**src/rtl/store_port_hub_if.sv**
```systemverilog
`default_nettype none
`timescale 1ns/1ps
// ============================================================================
// Module   : store_port_hub_if
// Brief    : Store-bus tap, channel outputs and trace-drain handshake bundle.
// Revision : 1.0
// ============================================================================
interface store_port_hub_if #(
   parameter int DATA_W = 32,
   parameter int ADDR_W = 16,
   parameter int N_CH   = 4,
   parameter int DEPTH  = 8
);
   localparam int c_CNT_W = $clog2(DEPTH + 1);

   logic                     we;
   logic [ADDR_W-1:0]        address;
   logic [DATA_W-1:0]        write_data;
   logic [N_CH*DATA_W-1:0]   ch_out;
   logic [N_CH-1:0]          ch_upd;
   logic                     trace_valid;
   logic                     trace_ready;
   logic [ADDR_W-1:0]        trace_addr;
   logic [DATA_W-1:0]        trace_data;
   logic [c_CNT_W-1:0]       trace_count;
   logic                     overflow;
   logic                     clr_overflow;

   modport master (
      output we, address, write_data, trace_ready, clr_overflow,
      input  ch_out, ch_upd, trace_valid, trace_addr, trace_data,
             trace_count, overflow
   );

   modport slave (
      input  we, address, write_data, trace_ready, clr_overflow,
      output ch_out, ch_upd, trace_valid, trace_addr, trace_data,
             trace_count, overflow
   );
endinterface
`default_nettype wire

```
**src/rtl/store_port_hub.sv**
```systemverilog
`default_nettype none
`timescale 1ns/1ps
// ============================================================================
// Module   : store_port_hub
// Brief    : Passive store-bus tap: memory-mapped channel registers + trace FIFO.
// Revision : 1.0
// ============================================================================
module store_port_hub #(
   parameter int              DATA_W    = 32,
   parameter int              ADDR_W    = 16,
   parameter int              N_CH      = 4,
   parameter logic [ADDR_W-1:0] CH_BASE = 16'hFF00,
   parameter int              DEPTH     = 8,
   parameter int              TRACE_ALL = 0
) (
   input  wire logic          clk,
   input  wire logic          rst_n,
   store_port_hub_if.slave    bus
);
   localparam int c_PTR_W = $clog2(DEPTH);
   localparam int c_CNT_W = $clog2(DEPTH + 1);

   logic [ADDR_W-1:0]  w_offset;
   logic [ADDR_W-1:0]  w_idx;
   logic               w_hit;
   logic               w_log;
   logic               w_full;
   logic               w_pop;
   logic               w_push;
   logic               w_drop;
   logic [c_PTR_W-1:0] w_rd_next;
   logic [c_CNT_W-1:0] w_count_next;

   logic [DATA_W-1:0]  r_ch [N_CH];
   logic [N_CH-1:0]    r_upd;
   logic [ADDR_W-1:0]  r_mem_addr [DEPTH];
   logic [DATA_W-1:0]  r_mem_data [DEPTH];
   logic [c_PTR_W-1:0] r_rd_ptr;
   logic [c_PTR_W-1:0] r_wr_ptr;
   logic [c_CNT_W-1:0] r_count;
   logic               r_valid;
   logic               r_overflow;
   logic [ADDR_W-1:0]  r_head_addr;
   logic [DATA_W-1:0]  r_head_data;

   // Window decode; the >= test keeps wrapped-around offsets below the base out.
   assign w_offset  = bus.address - CH_BASE;
   assign w_idx     = w_offset >> 2;
   assign w_hit     = bus.we && (bus.address >= CH_BASE) &&
                      (bus.address[1:0] == 2'b00) && (w_idx < ADDR_W'(N_CH));
   assign w_log     = (TRACE_ALL != 0) ? bus.we : w_hit;

   assign w_full    = (r_count == c_CNT_W'(DEPTH));
   assign w_pop     = r_valid && bus.trace_ready;
   assign w_push    = w_log && (!w_full || w_pop);
   assign w_drop    = w_log && w_full && !w_pop;
   assign w_rd_next = r_rd_ptr + c_PTR_W'(1);

   always_comb begin
      w_count_next = r_count;
      if (w_push && !w_pop)
         w_count_next = r_count + c_CNT_W'(1);
      else if (w_pop && !w_push)
         w_count_next = r_count - c_CNT_W'(1);
   end

   always_ff @(posedge clk) begin
      if (!rst_n) begin
         for (int i = 0; i < N_CH; i++)
            r_ch[i] <= '0;
         r_upd <= '0;
      end else begin
         for (int i = 0; i < N_CH; i++) begin
            if (w_hit && (w_idx == ADDR_W'(i)))
               r_ch[i] <= bus.write_data;
            r_upd[i] <= w_hit && (w_idx == ADDR_W'(i));
         end
      end
   end

   always_ff @(posedge clk) begin
      if (rst_n && w_push) begin
         r_mem_addr[r_wr_ptr] <= bus.address;
         r_mem_data[r_wr_ptr] <= bus.write_data;
      end
   end

   always_ff @(posedge clk) begin
      if (!rst_n) begin
         r_rd_ptr    <= '0;
         r_wr_ptr    <= '0;
         r_count     <= '0;
         r_valid     <= 1'b0;
         r_overflow  <= 1'b0;
         r_head_addr <= '0;
         r_head_data <= '0;
      end else begin
         if (w_push)
            r_wr_ptr <= r_wr_ptr + c_PTR_W'(1);
         if (w_pop)
            r_rd_ptr <= w_rd_next;
         r_count <= w_count_next;
         r_valid <= (w_count_next != '0);

         // Head register: refill from the next slot, or from the incoming store
         // when it is the only entry left; otherwise hold the last popped value.
         if (w_pop) begin
            if (r_count > c_CNT_W'(1)) begin
               r_head_addr <= r_mem_addr[w_rd_next];
               r_head_data <= r_mem_data[w_rd_next];
            end else if (w_push) begin
               r_head_addr <= bus.address;
               r_head_data <= bus.write_data;
            end
         end else if (w_push && !r_valid) begin
            r_head_addr <= bus.address;
            r_head_data <= bus.write_data;
         end

         if (w_drop)
            r_overflow <= 1'b1;
         else if (bus.clr_overflow)
            r_overflow <= 1'b0;
      end
   end

   generate
      for (genvar g = 0; g < N_CH; g++) begin : g_ch_pack
         assign bus.ch_out[g*DATA_W +: DATA_W] = r_ch[g];
      end
   endgenerate

   assign bus.ch_upd      = r_upd;
   assign bus.trace_valid = r_valid;
   assign bus.trace_addr  = r_head_addr;
   assign bus.trace_data  = r_head_data;
   assign bus.trace_count = r_count;
   assign bus.overflow    = r_overflow;

endmodule
`default_nettype wire

```
**src/flat_wrapper.sv**
```systemverilog
// flat-port wrapper written by rule: the top's interface ports become plain ports
module store_port_hub_flat 
#(
   parameter int              DATA_W    = 32,
   parameter int              ADDR_W    = 16,
   parameter int              N_CH      = 4,
   parameter logic [ADDR_W-1:0] CH_BASE = 16'hFF00,
   parameter int              DEPTH     = 8,
   parameter int              TRACE_ALL = 0
)
  (clk, rst_n, bus_we, bus_address, bus_write_data, bus_trace_ready, bus_clr_overflow, bus_ch_out, bus_ch_upd, bus_trace_valid, bus_trace_addr, bus_trace_data, bus_trace_count, bus_overflow);
  store_port_hub_if #(.DATA_W(DATA_W), .ADDR_W(ADDR_W), .N_CH(N_CH), .DEPTH(DEPTH)) bus_i ();
  input  wire logic clk;
  input  wire logic rst_n;
  input wire logic [$bits(bus_i.we)-1:0] bus_we;
  input wire logic [$bits(bus_i.address)-1:0] bus_address;
  input wire logic [$bits(bus_i.write_data)-1:0] bus_write_data;
  input wire logic [$bits(bus_i.trace_ready)-1:0] bus_trace_ready;
  input wire logic [$bits(bus_i.clr_overflow)-1:0] bus_clr_overflow;
  output wire logic [$bits(bus_i.ch_out)-1:0] bus_ch_out;
  output wire logic [$bits(bus_i.ch_upd)-1:0] bus_ch_upd;
  output wire logic [$bits(bus_i.trace_valid)-1:0] bus_trace_valid;
  output wire logic [$bits(bus_i.trace_addr)-1:0] bus_trace_addr;
  output wire logic [$bits(bus_i.trace_data)-1:0] bus_trace_data;
  output wire logic [$bits(bus_i.trace_count)-1:0] bus_trace_count;
  output wire logic [$bits(bus_i.overflow)-1:0] bus_overflow;
  assign bus_i.we = bus_we;
  assign bus_i.address = bus_address;
  assign bus_i.write_data = bus_write_data;
  assign bus_i.trace_ready = bus_trace_ready;
  assign bus_i.clr_overflow = bus_clr_overflow;
  assign bus_ch_out = bus_i.ch_out;
  assign bus_ch_upd = bus_i.ch_upd;
  assign bus_trace_valid = bus_i.trace_valid;
  assign bus_trace_addr = bus_i.trace_addr;
  assign bus_trace_data = bus_i.trace_data;
  assign bus_trace_count = bus_i.trace_count;
  assign bus_overflow = bus_i.overflow;
  store_port_hub #(.DATA_W(DATA_W), .ADDR_W(ADDR_W), .N_CH(N_CH), .CH_BASE(CH_BASE), .DEPTH(DEPTH), .TRACE_ALL(TRACE_ALL)) u_core (.clk(clk), .rst_n(rst_n), .bus(bus_i));
endmodule
```
**config.mk**
```make
export PLATFORM = sky130hd
export DESIGN_NAME = store_port_hub_flat
export DESIGN_NICKNAME = d
export VERILOG_FILES = /design/src/rtl/store_port_hub_if.sv /design/src/rtl/store_port_hub.sv /design/src/flat_wrapper.sv
export SDC_FILE = /design/constraint.sdc
export NUM_CORES = 1
export LEC_CHECK = 0
export ABC_AREA = 1
export CAP_MARGIN = 20
export CORE_ASPECT_RATIO = 1.25
export CORE_UTILIZATION = 50
export DETAILED_ROUTE_END_ITERATION = 8
export PLACE_DENSITY = 0.72
export SLEW_MARGIN = 20
export SYNTH_ARGS = -nofsm -noshare
export SYNTH_HDL_FRONTEND = slang
export SYNTH_SLANG_ARGS = --single-unit
```
**constraint.sdc**
```tcl
create_clock -name clk -period 4.8 [get_ports clk]
set_input_delay 0.48 -clock clk [delete_from_list [all_inputs] [get_ports clk]]
set_output_delay 0.48 -clock clk [all_outputs]
set_load 0.02 [all_outputs]
```
## After elaboration in Yosys (flattened, before gate mapping)

Memory sizes are Yosys's and may differ from the RTL's.
Index checks and enable logic that the tools add are counted.

| word-level totals | value |
|---|---|
| memories kept | 3 |
| memory bits (writable) | 512 |
| logic and storage cells | 85 |
| bits of input ports | 53 |
| flip-flop bits (word level) | 64 |
| output and inout bits | 186 |

| cells by class | value |
|---|---|
| add/sub/neg operators | 5 |
| bitwise gates (word level) | 4 |
| eq/ne operators | 5 |
| reductions and logical operators | 26 |
| multiplexer cells | 31 |
| magnitude comparators | 3 |

Memories:

| memory | words | width | read ports | clocked after Yosys merged registers in | wr ports | RTL line | RTL |
|---|---|---|---|---|---|---|---|
| u_core.r_mem_data | 8 | 32 | 1 | 0 | 1 | store_port_hub.sv:37 | `logic [DATA_W-1:0] r_mem_data [DEPTH];` |
| u_core.r_ch | 4 | 32 | 4 | 0 | 4 | store_port_hub.sv:34 | `logic [DATA_W-1:0] r_ch [N_CH];` |
| u_core.r_mem_addr | 8 | 16 | 1 | 0 | 1 | store_port_hub.sv:36 | `logic [ADDR_W-1:0] r_mem_addr [DEPTH];` |

Operators with widths:

| operator | count |
|---|---|
| $mux 32 | 8 |
| $mux 16 | 4 |
| $eq 14x2->1 const B | 2 |
| $mux 1 | 17 |
| $ge 16x16->1 const B | 1 |
| $logic_not 16->1 | 1 |
| $sub 16x16->16 const B | 1 |
| $logic_and 1x1->1 | 15 |
| $eq 14x1->1 const B | 1 |
| $lt 14x3->1 const B | 1 |
| $mux 4 | 2 |
| $add 3x1->3 const B | 2 |
| $add 4x1->4 const B | 1 |
| $eq 4x4->1 const B | 1 |
| $gt 4x1->1 const B | 1 |
| $logic_not 1->1 | 4 |
| $or 1x1->1 | 4 |
| $reduce_bool 2->1 | 2 |
| $reduce_bool 4->1 | 1 |
| $sub 4x1->4 const B | 1 |
| $ne 3x3->1 const B | 1 |
| $logic_not 2->1 | 1 |
| $reduce_and 2->1 | 1 |
| $logic_or 1x1->1 | 1 |

## Longest topological paths before layout

Gate-level depths: netlist (run 1).

| logic depth | value |
|---|---|
| depth in word-level cells | 10 |
| gate-level depth with buffers | 12 |
| mapped depth without buffers | 12 |

## Worst setup path after synthesis (run 1)

Ideal clock, no wire load.

| timing path | value |
|---|---|
| kind | input-to-reg |
| from | input port bus_address[8] |
| to | memory u_core.r_ch[2][0], enable pin |
| buffers on the path | 0 |
| cell stages on the path | 8 |
| library setup time | 0.466 ns |
| slack | 0.940 ns |
| arrival time | 3.394 ns |
| required time | 4.334 ns |
| path through | nand2_1 -> inv_2 -> nand2_1 -> nor2_4 -> nand2_4 -> nor2_4 -> inv_1 -> o21ai_0 |

RTL lines:

| what | RTL line | RTL |
|---|---|---|
| start, declared | flat_wrapper.sv:16 | `input wire logic [$bits(bus_i.address)-1:0] bus_address;` |
| end, declared | store_port_hub.sv:34 |  |

## Worst setup path after layout (run 1)

| timing path | value |
|---|---|
| from | register u_core.r_rd_ptr[0] |
| to | register u_core.r_head_addr[13] (netlist: u_core.bus.trace_addr[13]) |

| between the ends | value |
|---|---|
| cells in the longest elaborated chain, start to end | 4 |

Ends and longest elaborated chain:

| what | RTL line | RTL |
|---|---|---|
| start, declared | store_port_hub.sv:38 | `logic [c_PTR_W-1:0] r_rd_ptr;` |
| start signal, assigned | store_port_hub.sv:101 | `r_rd_ptr <= w_rd_next;` |
| $add 3x1->3 | store_port_hub.sv:57 | `assign w_rd_next = r_rd_ptr + c_PTR_W'(1);` |
| net u_core.w_rd_next[1] | store_port_hub.sv:31 | `logic [c_PTR_W-1:0] w_rd_next;` |
| $mem_v2 8x16 | -- |  |
| $mux 16 | store_port_hub.sv:108 | `if (r_count > c_CNT_W'(1)) begin` |
| $mux 16 | store_port_hub.sv:107 | `if (w_pop) begin` |
| end signal, assigned | store_port_hub.sv:109 | `r_head_addr <= r_mem_addr[w_rd_next];` |
| end signal, assigned | store_port_hub.sv:112 | `r_head_addr <= bus.address;` |
| end signal, assigned | store_port_hub.sv:116 | `r_head_addr <= bus.address;` |
| end, declared | store_port_hub.sv:43 | `logic [ADDR_W-1:0] r_head_addr;` |

The timed path passes the listed nets, and every way through them passes these cells.
A chain may end at the register's enable or synchronous reset.

==> flow_metrics.env, run 1 <==
export IMPL_status="completed"
export IMPL_clockBufferDepth=3
export IMPL_grt_ovfl_total=0
export IMPL_drt_wirelength_per_cell_um=21.47
export IMPL_grt_setup_unrepaired="false"
export IMPL_syn_inst=1814
export IMPL_cp_max_fo=91
export IMPL_powerDensity_mw_per_mm2=463.5
export IMPL_grt_pass1_wl_um=86660
export IMPL_syn_area_per_cell_sq_um=12.43
export IMPL_dp_cells=2548
export IMPL_crit_path_start_kind="flop"
export IMPL_core_area_sq_mm=0.04433
export IMPL_setup_ws_ns=1.535
export IMPL_postCtsHoldBufs=0
export IMPL_routabilityCongestion=0.8452
export IMPL_synth_sequential_area_ratio=0.7389
export IMPL_ioPinCount=239
export IMPL_synth_area_sq_mm=0.02254
export IMPL_path_cells="ha_4, inv_1, o21ai_0, o22ai_1, o21ai_1, a21oi_1, o21ai_0, inv_1"
export IMPL_area_delta_synth_final_pct=20.67
export IMPL_relSlewSlack=0.2672
export IMPL_crit_reg2reg_launch="u_core.r_rd_ptr[0]"
export IMPL_worstSetupPathType="flop to flop"
export IMPL_cts_htree_levels=2
export IMPL_holdPathEnd="u_core.bus.trace_addr[7]"
export IMPL_clk_pin_slew_worst_paths_ns=0.06
export IMPL_yosys_warnings=0
export IMPL_finalSetupViolations=0
export IMPL_synth_cell_types=34
export IMPL_endpoint_kind="flop"
export IMPL_cts_buffers=53
export IMPL_cp_arrival_ns=3.74
export IMPL_drt_iter0_drc=1694
export IMPL_fin_crit_ns=3.265
export IMPL_drc=0
export IMPL_hold_viol=0
export IMPL_tightestPinTransition_ns=1.098
export IMPL_dp_hpwl_um=34460
export IMPL_n_fill_cell=3340
export IMPL_holdPathStages=2
export IMPL_fin_total_pwr_mw=12.61
export IMPL_nets=2090
export IMPL_synth_edf_count=512
export IMPL_vias=14920
export IMPL_vias_per_cell=5.631
export IMPL_clockRootBuffer="clkbuf_16"
export IMPL_cts_sinks=576
export IMPL_grt_pass1_vias=15150
export IMPL_grt_max_degree=92
export IMPL_maxCapViolations=0
export IMPL_fp_dieH_um=239.4
export IMPL_slowest_stage="ha_4"
export IMPL_leakage_nw=9.514
export IMPL_synth_nets=1872
export IMPL_firstDrtPassIters=5
export IMPL_synth_flop_cell="edfxtp_1"
export IMPL_totalNegativeSetupSlack_ns=0
export IMPL_num_rows=86
export IMPL_fmax_mhz=306.3
export IMPL_cts_tree="done"
export IMPL_drive_gt1_frac=0.08671
export IMPL_r2r_cells=8
export IMPL_grt_use_total=0.2504
export IMPL_slowest_delay_ns=0.86
export IMPL_postCtsSetupRepairBufs=0
export IMPL_hp_start="u_core.bus.trace_addr[7]"
export IMPL_clock_skew_ns=0.01795
export IMPL_dpl_worst_slack_ns=1.165
export IMPL_post_dp_cell_area_sq_mm=0.02539
export IMPL_hold_ws_ns=0.4631
export IMPL_ff2ff_setup_slack_ns=1.54
export IMPL_fin_crit_sh=0.6801
export IMPL_cp_data_required_time_ns=5.28
export IMPL_die_area_sq_mm=0.04594
export IMPL_routed_wl_um=56890
export IMPL_antenna_found_initial=2
export IMPL_ir_drop_v=0.0003550
export IMPL_hold_path_class="flop to flop"
export IMPL_insertion_delay_ns=0.60
export IMPL_design_area_sq_mm=0.02720
export IMPL_cts_resized=0
export IMPL_portBuffers=238
export IMPL_timing_rr_end="u_core.bus.trace_addr[13]"
export IMPL_final_cells=2650
export IMPL_slew_viol_final=0
export IMPL_die_width_um=191.9
export IMPL_utilization=0.6135
export IMPL_start_util=0.5084
export IMPL_ant_nets=0
export IMPL_async_flop_share=0
export IMPL_ys_seq_elements=576
## logic make-up after synthesis
| family | count (synthesis) | synth area share |
|---|---|---|
| simple gates | 481 | 0.09065 |
| flops | 576 | 0.7389 |
| fa+ha+maj | 5 | 0.002775 |
| buf+inv | 251 | 0.05174 |
| xor+xnor | 6 | 0.002331 |
| compound gates | 495 | 0.1136 |
## synth_stat cells (3+ instances only)
library cell / instances / area [sq um]
nand2_1: 116 / 435.4
nor2_4: 4 / 45.04
o21ai_0: 237 / 1186
a21oi_1: 119 / 595.6
o22ai_1: 10 / 62.56
buf_2: 22 / 110.1
nor3_1: 3 / 15.01
buf_6: 22 / 247.7
nand4_1: 5 / 31.28
dfxtp_1: 64 / 1281
buf_4: 7 / 52.55
nand3_1: 58 / 290.3
inv_1: 133 / 499.2
clkbuf_1: 48 / 180.2
inv_2: 10 / 37.54
nor2_2: 34 / 212.7
o21ai_1: 107 / 535.5
ha_1: 5 / 62.56
xor2_1: 5 / 43.79
o221ai_1: 12 / 105.1
nor2_1: 254 / 953.4
buf_1: 6 / 22.52
o211ai_1: 9 / 67.56
edfxtp_1: 512 / 15370
## worst max-delay path by stage
stage	from	to	slack [ns]	depth (start not counted)
2_1_floorplan	bus_address[8]	u_core.r_ch[2][0]	0.94	8
3_3_place_gp	bus_address[9]	u_core.r_mem_addr[0][9]	1.27	10
3_5_place_dp	bus_address[9]	u_core.r_mem_addr[0][14]	1.17	10
4_1_cts	u_core.r_rd_ptr[0]	u_core.bus.trace_addr[13]	1.57	8
5_1_grt	u_core.r_rd_ptr[0]	u_core.bus.trace_addr[15]	1.33	8
6_report	u_core.r_rd_ptr[0]	u_core.bus.trace_addr[13]	1.54	8
## flip-flops by register name (all words and copies together), names as in the netlist
name / cells
u_core.bus.ch_upd: 4
u_core.bus.overflow: 1
u_core.bus.trace_addr: 16
u_core.bus.trace_count: 4
u_core.bus.trace_data: 32
u_core.bus.trace_valid: 1
u_core.r_ch: 128
u_core.r_mem_addr: 128
u_core.r_mem_data: 256
u_core.r_rd_ptr: 3
u_core.r_wr_ptr: 3
## critical path, delay by kind of cell, from the launching register on
| family | cells | cell delay (ns) |
|---|---|---|
| AO/OA/AOI/OAI | 5 | 0.72 |
| adder cells (fa/ha/maj) | 1 | 0.86 |
| buffers and inverters | 2 | 0.74 |
| flip-flops | 1 | 0.75 |
## cells in the final DEF, fill, tap and decap left out, types with 4 or more instances in the layout
| cell type | instances |
|---|---|
| buf_12 | 4 |
| clkbuf_16 | 53 |
| o22ai_1 | 10 |
| nor2_2 | 34 |
| nor2_1 | 246 |
| clkinv_1 | 6 |
| o21ai_1 | 107 |
| o221ai_1 | 12 |
| o21ai_0 | 236 |
| xor2_1 | 5 |
| nor2_4 | 12 |
| edfxtp_1 | 512 |
| nand4_1 | 5 |
| nand3_1 | 58 |
| nand2_1 | 116 |
| clkdlybuf4s50_1 | 237 |
| o211ai_1 | 9 |
| bufinv_16 | 7 |
| buf_4 | 27 |
| dfxtp_1 | 63 |
| inv_2 | 10 |
| ha_1 | 4 |
| a21oi_1 | 119 |
| clkbuf_1 | 12 |
| inv_1 | 133 |
| clkinv_2 | 9 |
## area by class of cell
class	count	area [sq um]	share of cell area
multi-input cells	987	4810	0.1768
clock buffers	68	1413	0.05193
repair buffers	270	2688	0.09881
well taps	572	715.7	0.02631
clock inverters	31	366.6	0.01348
inverters	144	543.0	0.01996
diodes	2	5.005	0.0001840
flip-flops and latches	576	16660	0.6125
## report_power, final
group          total, mW  leakage (nW)  switching [mW]  internal, mW
clock network       4.33         0.866            1.85          2.47
registers           5.74          5.19           0.127          5.61
logic               2.54          3.46            1.67         0.866
## routing by layer
layer | track usage | vias to the layer above | wire [um]
met2 | 0.4055 | 680 | 27540
met3 | 0.06051 | 116 | 5105
met4 | 0.09283 | 0 | 1722
met1 | 0.3269 | 7282 | 22520
met5 | 0 | - | 0
li1 | - | 6843 | -
Note: power is estimated with default switching activity, not from simulation.
==> run 2: changes to the inputs <==
--- a/config.mk
+++ b/config.mk
@@ -10,7 +10,7 @@
 export CORE_ASPECT_RATIO = 1.25
 export CORE_UTILIZATION = 50
 export DETAILED_ROUTE_END_ITERATION = 8
-export PLACE_DENSITY = 0.72
+export PLACE_DENSITY = 0.75
 export SLEW_MARGIN = 20
 export SYNTH_ARGS = -nofsm -noshare
 export SYNTH_HDL_FRONTEND = slang
==> constraint.sdc (replaced) <==
create_clock -name clk -period 2.73 [get_ports clk]
set_input_delay 0.273 -clock clk [delete_from_list [all_inputs] [get_ports clk]]
set_output_delay 0.273 -clock clk [all_outputs]
set_load 0.02 [all_outputs]
==> run 2 against run 1 <==
Effect of this change: clock power is 77% higher; worst hold slack worse by 0.24 ns; clock skew is 0.0022 ns higher; core utilization is 0.97 points higher; register-to-register slack worse by 1.2 ns; total power is 78% higher; largest cell class unchanged; largest power group unchanged; clock-buffer cell count is 8 higher; die area stayed put; non-clock buffer count is 29 higher; cell area is 1.6% higher; critical path depth stayed put; setup slack worse by 1.2 ns.
==> flow_metrics.env, run 2 (same netlist as run 1, synthesis figures left out) <==
export IMPL_largest_register_ff_count=256
export IMPL_dp_cells=2578
export IMPL_design_area_sq_mm=0.02763
export IMPL_ff2ff_setup_slack_ns=0.36
export IMPL_holdPathStages=3
export IMPL_dp_hpwl_um=35900
export IMPL_final_cells=2678
export IMPL_portBuffers=238
export IMPL_postCtsHoldBufs=0
export IMPL_clock_skew_ns=0.02016
export IMPL_mostFrequentLayoutCell="edfxtp_1"
export IMPL_vias=15020
export IMPL_drc=0
export IMPL_top_register="u_core.r_mem_data"
export IMPL_fin_total_pwr_mw=22.41
export IMPL_cts_htree_levels=2
export IMPL_area_delta_synth_final_pct=22.59
export IMPL_drive_gt1_frac=0.1002
export IMPL_die_width_um=191.9
export IMPL_worstSetupPathType="flop to flop"
export IMPL_clockRootBuffer="clkbuf_16"
export IMPL_hold_path_class="input port to flop"
export IMPL_leakage_nw=9.723
export IMPL_grt_max_degree=120
export IMPL_grt_use_total=0.2439
export IMPL_status="completed"
export IMPL_post_dp_cell_area_sq_mm=0.02581
export IMPL_antenna_found_initial=1
export IMPL_r2r_cells=8
export IMPL_grt_setup_unrepaired="false"
export IMPL_clockBufferDepth=3
export IMPL_cp_data_required_time_ns=2.98
export IMPL_finalSetupViolations=0
export IMPL_cp_max_fo=48
export IMPL_fp_dieH_um=239.4
export IMPL_ir_drop_v=0.0005698
export IMPL_cts_tree="done"
export IMPL_num_rows=86
export IMPL_tightestPinTransition_ns=0.9493
export IMPL_crit_path_start_kind="flop"
export IMPL_vias_per_cell=5.608
export IMPL_routed_wl_um=55890
export IMPL_fmax_mhz=422.0
export IMPL_slew_viol_final=0
export IMPL_start_util=0.5084
export IMPL_cts_buffers=53
export IMPL_multi_input_area_sq_mm=0.004810
export IMPL_hold_ws_ns=0.2198
export IMPL_postCtsSetupRepairBufs=0
export IMPL_grt_pass1_vias=14700
export IMPL_maxCapViolations=0
export IMPL_ant_nets=0
export IMPL_relSlewSlack=0.3671
export IMPL_core_area_sq_mm=0.04433
export IMPL_layout_common_cells="edfxtp_1, nor2_1, clkdlybuf4s50_1"
export IMPL_cts_sinks=576
export IMPL_powerDensity_mw_per_mm2=810.9
export IMPL_register_area_sq_mm=0.01666
export IMPL_drt_iter0_drc=1568
export IMPL_fin_crit_ns=2.370
export IMPL_fin_crit_sh=0.8681
export IMPL_ioPinCount=239
export IMPL_grt_ovfl_total=0
export IMPL_clk_pin_slew_worst_paths_ns=0.07
export IMPL_routabilityCongestion=0.8658
export IMPL_firstDrtPassIters=6
export IMPL_endpoint_kind="flop"
export IMPL_n_fill_cell=3282
export IMPL_nets=2119
export IMPL_drt_wirelength_per_cell_um=20.87
export IMPL_hold_viol=0
export IMPL_largestRegisters="u_core.r_mem_data: 256 flops, u_core.r_ch: 128 flops, u_core.r_mem_addr: 128 flops"
export IMPL_grt_pass1_wl_um=84340
export IMPL_cp_arrival_ns=2.62
export IMPL_die_area_sq_mm=0.04594
export IMPL_cts_resized=0
export IMPL_insertion_delay_ns=0.59
==> run 2: changes by cell type in the layout (fill, tap and decap cells not counted), moves of 2 or more <==
cell / change
clkinv_1: -4
clkinv_2: -2
clkbuf_1: +2
clkbuf_8: +6
buf_12: +16
buf_4: +14
==> run 2: final timing paths <==
kind / from / endpoint
worst min register to register: u_core.bus.trace_addr[5] / u_core.bus.trace_addr[5]
worst max-delay path: u_core.bus.trace_count[0] / u_core.r_mem_data[1][3]
worst max register to register: u_core.bus.trace_count[0] / u_core.r_mem_data[1][3]
worst min-delay path: rst_n / u_core.r_wr_ptr[0]
==> run 2: cell type report <==
| type | instances | area share |
|---|---|---|
| Clock buffer | 76 | 0.05438 |
| Clock inverter | 23 | 0.01132 |
| Inverter | 144 | 0.01965 |
| Multi-Input combinational cell | 987 | 0.1741 |
| Antenna cell | 1 | 0.00009056 |
| Timing Repair Buffer | 299 | 0.1117 |
| Tap cell | 572 | 0.02590 |
| Sequential cell | 576 | 0.6029 |
==> run 2: stage by stage <==
stage	setup slack, ns	TNS (ns)	utilization
final	0.3602	0	0.6233
after global routing	0.1937	0	0.6232
after CTS	0.3967	0	0.6232
after detailed placement	0.1444	0	0.5823
after global placement	0.2143	0	0.5823
after floorplan	-0.3007	-112.21	-
==> run 2: worst max-delay path, cell delays in order (launching register included) <==
cell	delay, ns
dfxtp_1	0.43
inv_1	0.12
ha_1	0.25
nand4_1	0.20
inv_2	0.10
nor2_4	0.15
nand2_1	0.25
nor2_4	0.19
buf_12	0.28
==> run 2: per-layer routing <==
metal,global-route usage,share of wire
met5,0,0
met4,0.07335,0.026
met3,0.06315,0.10
met2,0.3936,0.48
met1,0.3241,0.39
==> run 2: where the power goes <==
| group | internal, mW | total (mW) | switching, mW | leakage, nW |
|---|---|---|---|---|
| clock network | 4.51 | 7.66 | 3.16 | 0.883 |
| logic | 1.66 | 4.72 | 3.06 | 3.65 |
| registers | 9.86 | 10.0 | 0.165 | 5.19 |
| total | 16.0 | 22.4 | 6.38 | 9.72 |
